==> config.mk <==
export PLATFORM = sky130hd
export DESIGN_NAME = pattern_match_sched
export DESIGN_NICKNAME = d
export VERILOG_FILES = /design/src/rtl/pattern_match_sched.sv
export SDC_FILE = /design/constraint.sdc
export NUM_CORES = 1
export LEC_CHECK = 0
export BUFFER_PORTS_ARGS = -buffer_cell sky130_fd_sc_hd__buf_2
export CORE_UTILIZATION = 49
export DETAILED_ROUTE_END_ITERATION = 8
export PLACE_DENSITY = 0.75
export SLEW_MARGIN = 25
export SYNTH_ARGS = -nofsm -noshare
export SYNTH_HDL_FRONTEND = slang
export SYNTH_SLANG_ARGS = --single-unit
==> constraint.sdc <==
create_clock -name clock -period 1.7 [get_ports clock]
set_input_delay 0.17 -clock clock [delete_from_list [all_inputs] [get_ports clock]]
set_output_delay 0.17 -clock clock [all_outputs]
set_load 0.03 [all_outputs]
==> src/rtl/pattern_match_sched.sv <==
// Round-robin scheduler and sequencer sharing one pattern_match datapath
// between NREQ requesters: grant, clear, run, capture, respond.
module pattern_match_sched #(
  parameter int unsigned N         = 16,
  parameter int unsigned M         = 4,
  parameter int unsigned NREQ      = 2,
  parameter int unsigned MATCH_LAT = 16,
  localparam int unsigned IDW = (NREQ > 1) ? $clog2(NREQ) : 1,
  localparam int unsigned CW  = $clog2(N + 1),
  localparam int unsigned FW  = $clog2(N),
  localparam int unsigned LW  = (MATCH_LAT > 1) ? $clog2(MATCH_LAT) : 1
) (
  input  logic              clock,
  input  logic              reset,
  input  logic [NREQ-1:0]   req_valid,
  output logic [NREQ-1:0]   req_ready,
  input  logic [NREQ*N-1:0] req_text,
  input  logic [NREQ*M-1:0] req_pattern,
  output logic              rsp_valid,
  input  logic              rsp_ready,
  output logic [IDW-1:0]    rsp_id,
  output logic [0:N-1]      rsp_flag,
  output logic [CW-1:0]     rsp_count,
  output logic [FW-1:0]     rsp_first,
  output logic              rsp_none,
  output logic              pm_reset,
  output logic              pm_enable,
  output logic [0:N-1]      pm_text,
  output logic [0:M-1]      pm_pattern,
  input  logic [0:N-1]      pm_flag
);

  typedef enum logic [2:0] {IDLE, CLR, RUN, CAP, RESP} state_e;

  state_e         state_q, state_d;
  logic [IDW-1:0] last_q, last_d;
  logic [IDW-1:0] id_q, id_d;
  logic [0:N-1]   text_q, text_d;
  logic [0:M-1]   pat_q, pat_d;
  logic [LW-1:0]  cnt_q, cnt_d;
  logic [0:N-1]   flag_q, flag_d;
  logic [CW-1:0]  count_q, count_d;
  logic [FW-1:0]  first_q, first_d;
  logic           none_q, none_d;

  logic           gnt_found;
  logic [IDW-1:0] gnt_idx;
  logic [CW-1:0]  pop_c;
  logic [FW-1:0]  first_c;
  logic           first_found;

  // Round-robin pick: first valid requester after the last one granted
  always_comb begin
    gnt_found = 1'b0;
    gnt_idx   = '0;
    for (int unsigned off = 1; off <= NREQ; off++) begin
      for (int unsigned k = 0; k < NREQ; k++) begin
        if (!gnt_found && req_valid[k] && (k == (32'(last_q) + off) % NREQ)) begin
          gnt_found = 1'b1;
          gnt_idx   = IDW'(k);
        end
      end
    end
  end

  // Population count and lowest set index of the matcher flags
  always_comb begin
    pop_c       = '0;
    first_c     = '0;
    first_found = 1'b0;
    for (int unsigned i = 0; i < N; i++) begin
      if (pm_flag[i]) begin
        pop_c = pop_c + CW'(1);
        if (!first_found) begin
          first_c     = FW'(i);
          first_found = 1'b1;
        end
      end
    end
  end

  // Next-state and job/result latch updates
  always_comb begin
    state_d = state_q;
    last_d  = last_q;
    id_d    = id_q;
    text_d  = text_q;
    pat_d   = pat_q;
    cnt_d   = cnt_q;
    flag_d  = flag_q;
    count_d = count_q;
    first_d = first_q;
    none_d  = none_q;
    unique case (state_q)
      IDLE: begin
        if (gnt_found) begin
          last_d  = gnt_idx;
          id_d    = gnt_idx;
          for (int unsigned k = 0; k < NREQ; k++) begin
            if (gnt_idx == IDW'(k)) begin
              text_d = req_text[k*N +: N];
              pat_d  = req_pattern[k*M +: M];
            end
          end
          state_d = CLR;
        end
      end
      CLR: begin
        cnt_d   = LW'(MATCH_LAT - 1);
        state_d = RUN;
      end
      RUN: begin
        if (cnt_q == '0) state_d = CAP;
        else             cnt_d   = cnt_q - LW'(1);
      end
      CAP: begin
        flag_d  = pm_flag;
        count_d = pop_c;
        first_d = first_c;
        none_d  = (pop_c == '0);
        state_d = RESP;
      end
      RESP: begin
        if (rsp_ready) state_d = IDLE;
      end
      default: state_d = IDLE;
    endcase
  end

  // State and datapath registers
  always_ff @(posedge clock or negedge reset) begin
    if (!reset) begin
      state_q <= IDLE;
      last_q  <= IDW'(NREQ - 1);
      id_q    <= '0;
      text_q  <= '0;
      pat_q   <= '0;
      cnt_q   <= '0;
      flag_q  <= '0;
      count_q <= '0;
      first_q <= '0;
      none_q  <= 1'b1;
    end else begin
      state_q <= state_d;
      last_q  <= last_d;
      id_q    <= id_d;
      text_q  <= text_d;
      pat_q   <= pat_d;
      cnt_q   <= cnt_d;
      flag_q  <= flag_d;
      count_q <= count_d;
      first_q <= first_d;
      none_q  <= none_d;
    end
  end

  // Handshake and matcher control decoded from the state register
  always_comb begin
    req_ready = '0;
    if (state_q == IDLE && reset && gnt_found) req_ready = NREQ'(1) << gnt_idx;
  end

  assign rsp_valid  = (state_q == RESP);
  assign pm_enable  = (state_q == RUN) || (state_q == CAP);
  assign pm_reset   = !reset || (state_q == CLR);
  assign pm_text    = text_q;
  assign pm_pattern = pat_q;
  assign rsp_id     = id_q;
  assign rsp_flag   = flag_q;
  assign rsp_count  = count_q;
  assign rsp_first  = first_q;
  assign rsp_none   = none_q;

endmodule

==> impl_metrics.py, run 1 <==
metrics = {
    "die": {
        "start_util_pct": 51.1,
        "core_area_um2": 8760,
        "die_w_um": 97.6,
        "io_pins": 113,
        "die-area_um2": 9520,
        "fp.dieH_um": 97.6,
        "num_rows": 34,
    },
    "grt": {
        "antenna_found_initial": 0,
        "grt_pass1_wl_mm": 21.8,
        "gr-total-overflow": 0,
        "grt_pass1_vias": 4766,
        "grt.total_usage_pct": 27.9,
        "grt_max_degree": 29,
    },
    "layout": {
        "post-route-util_pct": 78.7,
        "layoutNonFillerInstCount": 861,
        "final_cell_mix": "buf_4, buf_2, nand2_1, dfrtp_1, nor2_1",
        "drive_above_1_share_pct": 48.3,
        "final_common_cell": "buf_4",
        "antenna_cells": 0,
        "fin_nets": 832,
        "finalInstanceArea_um2": 6900,
        "synthToLayoutAreaGrowth_pct": 54.1,
    },
    "detailed_routing": {
        "wl_per_cell_um": 16.1,
        "dr_total_vias": 4709,
        "drtIter0Drc": 240,
        "wl_mm": 13.8,
        "drc": 0,
        "drt_pass1_iterations": 4,
        "ant_nets": 0,
        "via_per_inst": 5.47,
    },
    "job": {
        "cap_violations": 0,
    },
    "synthesis": {
        "ys_async_sr_fraction_pct": 100,
        "synth_area_um2": 4480,
        "ys_ff_latch": 55,
        "seq_area_frac_synth_pct": 30.8,
        "synthCells": 507,
        "syn_nets": 587,
        "synth.avg_cell_area_um2": 8.83,
        "ys_warn_count": 0,
        "synth_edf_count": 0,
        "synth.distinct_cells": 66,
        "synthFlopType": "dfrtp_1",
    },
    "power": {
        "power.density_nw_per_um2": 2180,
        "p_clk_share_pct": 5.3,
        "sequentialPowerShare_pct": 15.4,
        "ir_worst_vdd_mv": 1.22,
        "switching_power_mw": 6.85,
        "swShare_pct": 45.5,
        "p_comb_share_pct": 79.3,
        "leakagePower_nw": 3.34,
        "p_int_mw": 8.21,
        "power.total_mw": 15.1,
    },
    "worst_hold_path": {
        "holdCritPathClass": "in2reg",
    },
    "sta": {
        "hold_violations": 0,
        "slew_headroom_pct": 65.2,
        "worst_pin_slew_ps": 520,
        "setup_tns_ps": -26730,
        "final-max-slew-violation-count": 0,
        "fin_skew_ps": 8.99,
        "max_freq_mhz": 141,
        "period_share_pct": 416,
        "rsz0062_at_grt": "yes",
        "setup_ws_ps": -5380,
        "fin_crit_ps": 7080,
        "whs_ps": 68.9,
        "finalSetupViolations": 6,
    },
    "placed_design": {
        "dpl.cell_count": 817,
        "place_ws_ps": -5930,
        "place.gp.congestion": 0.836,
        "postPlaceCellArea_um2": 6170,
        "dp_hpwl_mm": 9.78,
        "io_buffers": 112,
    },
    "status": {
        "violations": "setup timing",
        "outcome": "finished, violations left",
    },
    "worst_setup_path": {
        "arrival_ps": 7280,
        "crit_fanout": 4,
        "required_ps": 1910,
        "cp_slowest_cell": "ha_1",
        "worstSetupEndpointType": "flip-flop",
        "worst_path_largest_cell_delay_ps": 340,
        "crit_type": "in2reg",
        "startpoint_type": "input pin",
    },
    "cts": {
        "clockBufferDepth": 2,
        "cts_sinks": 55,
        "cts_tree": "yes",
        "cts_inserted_buffers": 5,
        "htreeDepth": 2,
        "clkTransAtPathRegs_ps": 100,
        "insertion_delay_ps": 310,
        "cts-root-buf": "clkbuf_8",
    },
}
-- sequential cells by signal, indices dropped and copies added, names as in the netlist --
name	flops
last_q	1
rsp_count	5
state_q	3
rsp_first	4
rsp_flag	16
pm_pattern	4
cnt_q	4
rsp_id	1
pm_text	16
rsp_none	1
-- what timing repair did --
action                                 4_1_cts  5_1_grt
setup buffers                               22       15
pin swaps                                   34       30
hold buffers                                 1        0
setup endpoints to repair                    8       11
endpoints found under the hold margin       53        0
gates resized for setup                     45       32
-- critical path: cells and delay by family --
family / cells / cell delay (ps)
XOR/XNOR: 10 / 1530
AO/OA/AOI/OAI: 6 / 610
AND/OR/NAND/NOR: 11 / 1110
adder cells (fa/ha/maj): 8 / 2180
multiplexers: 6 / 1500
buffers and inverters: 3 / 170
-- layer usage --
metal / GRT usage (%) / wire (um)
met1: 33.7 / 5710
met2: 50.0 / 7060
met3: 4.39 / 744
met4: 9.95 / 329
met5: 0 / 0
-- final timing paths --
kind / startpoint / endpoint / slack (ps) / cells past startpoint
max: pm_flag[1] / rsp_count[4] / -5380 / 44
min: rsp_ready / state_q[2] / 70 / 2
max reg2reg: cnt_q[0] / cnt_q[0] / 120 / 7
min reg2reg: rsp_flag[0] / rsp_flag[0] / 490 / 2
max in group asynchronous: reset / state_q[2] / 950 / 3
min in group asynchronous: reset / pm_text[14] / 230 / 2
-- power by group through the flow --
stage | clock network [mW] | logic (mW) | registers [mW]
floorplan | 0 | 5.22 | 3.32
global placement | 0 | 9.03 | 2.29
detailed placement | 0 | 9.37 | 2.32
CTS | 0.815 | 10.6 | 2.31
global route | 0.862 | 12.7 | 2.40
finish | 0.794 | 11.9 | 2.32
-- kinds of logic (layout without fill, tap and decap cells) --
family                     after synthesis  count (layout)  synth area share [%]
and+or+nand+nor                        166             166                  17.2
AOI/OAI and AO/OA                      110             110                  15.7
xor gates and xnor gates                65              65                  16.6
DFF                                     55              55                  30.8
buffers and inverters                   50             296                  4.64
muxes                                   42              42                  9.75
adders and majority gates               19              19                  5.31
-- cell type report --
type	instances	area, um^2
well taps	108	135
repair buffers	268	1840
inverters	20	100
multi-input cells	402	3350
fillers	524	1860
clock inverters	2	16.3
flip-flops and latches	55	1380
clock buffers	6	82.6
-- synth_stat cells (2+ instances only) --
cell / instances / share of area, %
clkbuf_1: 23 / 1.9
inv_1: 20 / 1.7
ha_1: 19 / 5.3
and3_1: 6 / 0.84
and3b_1: 2 / 0.39
a21oi_1: 45 / 5.0
o22ai_1: 2 / 0.28
xnor3_1: 5 / 2.5
xnor2_1: 36 / 7.0
nand3_1: 8 / 0.89
dfrtp_1: 53 / 30
mux2i_1: 29 / 6.5
nor3_1: 10 / 1.1
nand2b_1: 2 / 0.28
xnor2_2: 4 / 1.5
xnor2_4: 2 / 1.2
and2_1: 2 / 0.28
nor2b_1: 6 / 0.84
o31a_1: 2 / 0.39
mux2_2: 13 / 3.3
a31oi_1: 2 / 0.28
buf_2: 4 / 0.45
o21ai_0: 29 / 3.2
nor4_1: 5 / 0.70
nor2_1: 50 / 4.2
nand4_1: 4 / 0.56
o31ai_1: 6 / 1.0
nor3b_1: 5 / 0.84
o211ai_1: 2 / 0.34
nand2_1: 58 / 4.9
xor2_1: 15 / 2.9
a311oi_1: 2 / 0.39
dfstp_2: 2 / 1.2
buf_6: 2 / 0.50
(Power assumes the default switching activity.)
==> run 2: changes to the inputs <==
CORE_ASPECT_RATIO = 2   (was unset)
==> impl_metrics.py, run 2 (synthesized netlist as in run 1, its figures left out) <==
metrics = {
    "status": {
        "outcome": "finished, violations left",
        "violations": "setup timing",
    },
    "layout": {
        "regArea_um2": 1380,
        "post-route-util_pct": 74.9,
        "drive_above_1_share_pct": 45.4,
        "final_common_cell": "buf_4",
        "antenna_cells": 0,
        "fin_nets": 813,
        "multi_input_area_um2": 3270,
        "layoutNonFillerInstCount": 836,
        "final.fill_count": 637,
        "synthToLayoutAreaGrowth_pct": 49.8,
        "final_cell_mix": "buf_4, buf_2, nand2_1, dfrtp_1, nor2_1",
    },
    "grt": {
        "antenna_found_initial": 0,
        "grt_util_met2_pct": 54.6,
        "use_met1_pct": 23.8,
        "gr-total-overflow": 0,
        "grt_pass1_vias": 4656,
        "gr-usage-met3_pct": 2.63,
        "grt_max_degree": 46,
        "grt_pass1_wl_mm": 20.2,
        "busiest_layer": "met2",
        "grt.total_usage_pct": 26.3,
    },
    "detailed_routing": {
        "wl_per_cell_um": 15.2,
        "wl_mm": 12.7,
        "ant_nets": 0,
        "dr_total_vias": 4570,
        "via_per_inst": 5.47,
        "drtIter0Drc": 195,
        "drc": 0,
        "drt_pass1_iterations": 4,
    },
    "power": {
        "leakagePower_nw": 3.25,
        "sequentialPowerShare_pct": 16.3,
        "ir_worst_vdd_mv": 1.38,
        "power.density_nw_per_um2": 2120,
        "switching_power_mw": 6.37,
        "p_int_mw": 7.83,
        "swShare_pct": 44.9,
        "p_comb_share_pct": 75.4,
        "p_clk_share_pct": 8.3,
    },
    "sta": {
        "worst_pin_slew_ps": 545,
        "period_share_pct": 401,
        "final-max-slew-violation-count": 0,
        "max_freq_mhz": 147,
        "hold_violations": 0,
        "rsz0062_at_grt": "yes",
        "finalSetupViolations": 6,
        "fin_skew_ps": 2.53,
        "setup_ws_ps": -5110,
        "whs_ps": 86.3,
        "fin_crit_ps": 6810,
        "slew_headroom_pct": 63.6,
    },
    "die": {
        "die-area_um2": 9550,
        "core_area_um2": 8950,
        "fp.dieH_um": 137,
        "num_rows": 49,
        "io_pins": 113,
        "die_w_um": 69.6,
        "start_util_pct": 50.0,
    },
    "placed_design": {
        "io_buffers": 112,
        "place_ws_ps": -5890,
        "dp_hpwl_mm": 10.0,
        "dpl.cell_count": 804,
        "place.gp.congestion": 0.907,
    },
    "worst_setup_path": {
        "startpoint_type": "input pin",
        "crit_type": "in2reg",
        "r2r_start": "cnt_q[0]",
        "worst_path_largest_cell_delay_ps": 340,
        "worstSetupEndpointType": "flip-flop",
        "r2r_cells": 7,
        "rrSetupSlack_ps": 110,
        "arrival_ps": 7000,
        "r2r_end": "cnt_q[0]",
        "cp_slowest_cell": "ha_1",
        "crit_fanout": 3,
        "required_ps": 1890,
    },
    "cts": {
        "cts-root-buf": "clkbuf_16",
        "clockBufferDepth": 2,
        "cts_tree": "yes",
        "insertion_delay_ps": 290,
        "cts_inserted_buffers": 5,
        "htreeDepth": 2,
        "cts_sinks": 55,
        "clkTransAtPathRegs_ps": 70,
    },
    "worst_hold_path": {
        "hold_depth": 2,
        "holdCritPathClass": "in2reg",
        "hold_start": "rsp_ready",
        "hold_path_end": "state_q[2]",
    },
    "job": {
        "cap_violations": 0,
    },
}
run 2: area by class of cell:
type                            count  share of cell area [%]
Clock buffer                        5                    1.87
Multi-Input combinational cell    402                    48.8
Clock inverter                      3                   0.709
Timing Repair Buffer              249                    24.6
Inverter                           20                    1.49
Sequential cell                    55                    20.6
Tap cell                          102                    1.90
run 2: stage by stage:
| stage | power, mW | instance area [um^2] | TNS, ps |
|---|---|---|---|
| CTS | 13.6 | 6530 | -25410 |
| global placement | 11.3 | 6130 | -28260 |
| detailed placement | 11.7 | 6130 | -29450 |
| finish | 14.2 | 6710 | -25570 |
| global route | 15.1 | 6710 | -27260 |
| floorplan | 8.54 | 4690 | -25390 |
run 2: power groups by stage:
stage	sequential [mW]	combinational, mW	clock, mW
after global placement	2.28	9.06	0
after global routing	2.38	11.5	1.25
final	2.31	10.7	1.18
after floorplan	3.32	5.22	0
after CTS	2.31	10.1	1.20
after detailed placement	2.32	9.42	0
run 2: per-layer routing:
metal | vias to the layer above | wire length [um] | part of all wire, %
met4 | 0 | 441 | 3.5
met5 | - | 0 | 0
li1 | 2220 | - | -
met2 | 153 | 7550 | 59
met1 | 2167 | 4270 | 34
met3 | 30 | 438 | 3.4
run 2: critical path: cells and delay by family:
| kind | cells | cell delay (ps) |
|---|---|---|
| adders and majority gates | 8 | 2170 |
| and+or+nand+nor | 11 | 1050 |
| xor gates and xnor gates | 10 | 1410 |
| AOI/OAI and AO/OA | 6 | 600 |
| muxes | 6 | 1420 |
| buffers and inverters | 3 | 160 |
run 2: worst max path at each step:
stage / from / endpoint / slack [ps] / cells past startpoint
floorplan: pm_flag[0] / rsp_count[4] / -5320 / 44
global placement: pm_flag[1] / rsp_count[4] / -5650 / 44
CTS: pm_flag[1] / rsp_count[4] / -5150 / 44
detailed placement: pm_flag[1] / rsp_count[4] / -5890 / 44
global route: pm_flag[0] / rsp_count[4] / -5470 / 44
finish: pm_flag[0] / rsp_count[4] / -5110 / 44
run 2: repair_timing:
item | in CTS | in global routing
endpoints found under the hold margin | 10 | 0
setup endpoints to repair | 7 | 10
pin swaps | 31 | 13
hold buffers | 1 | 0
setup buffers | 13 | 10
gates resized for setup | 31 | 19
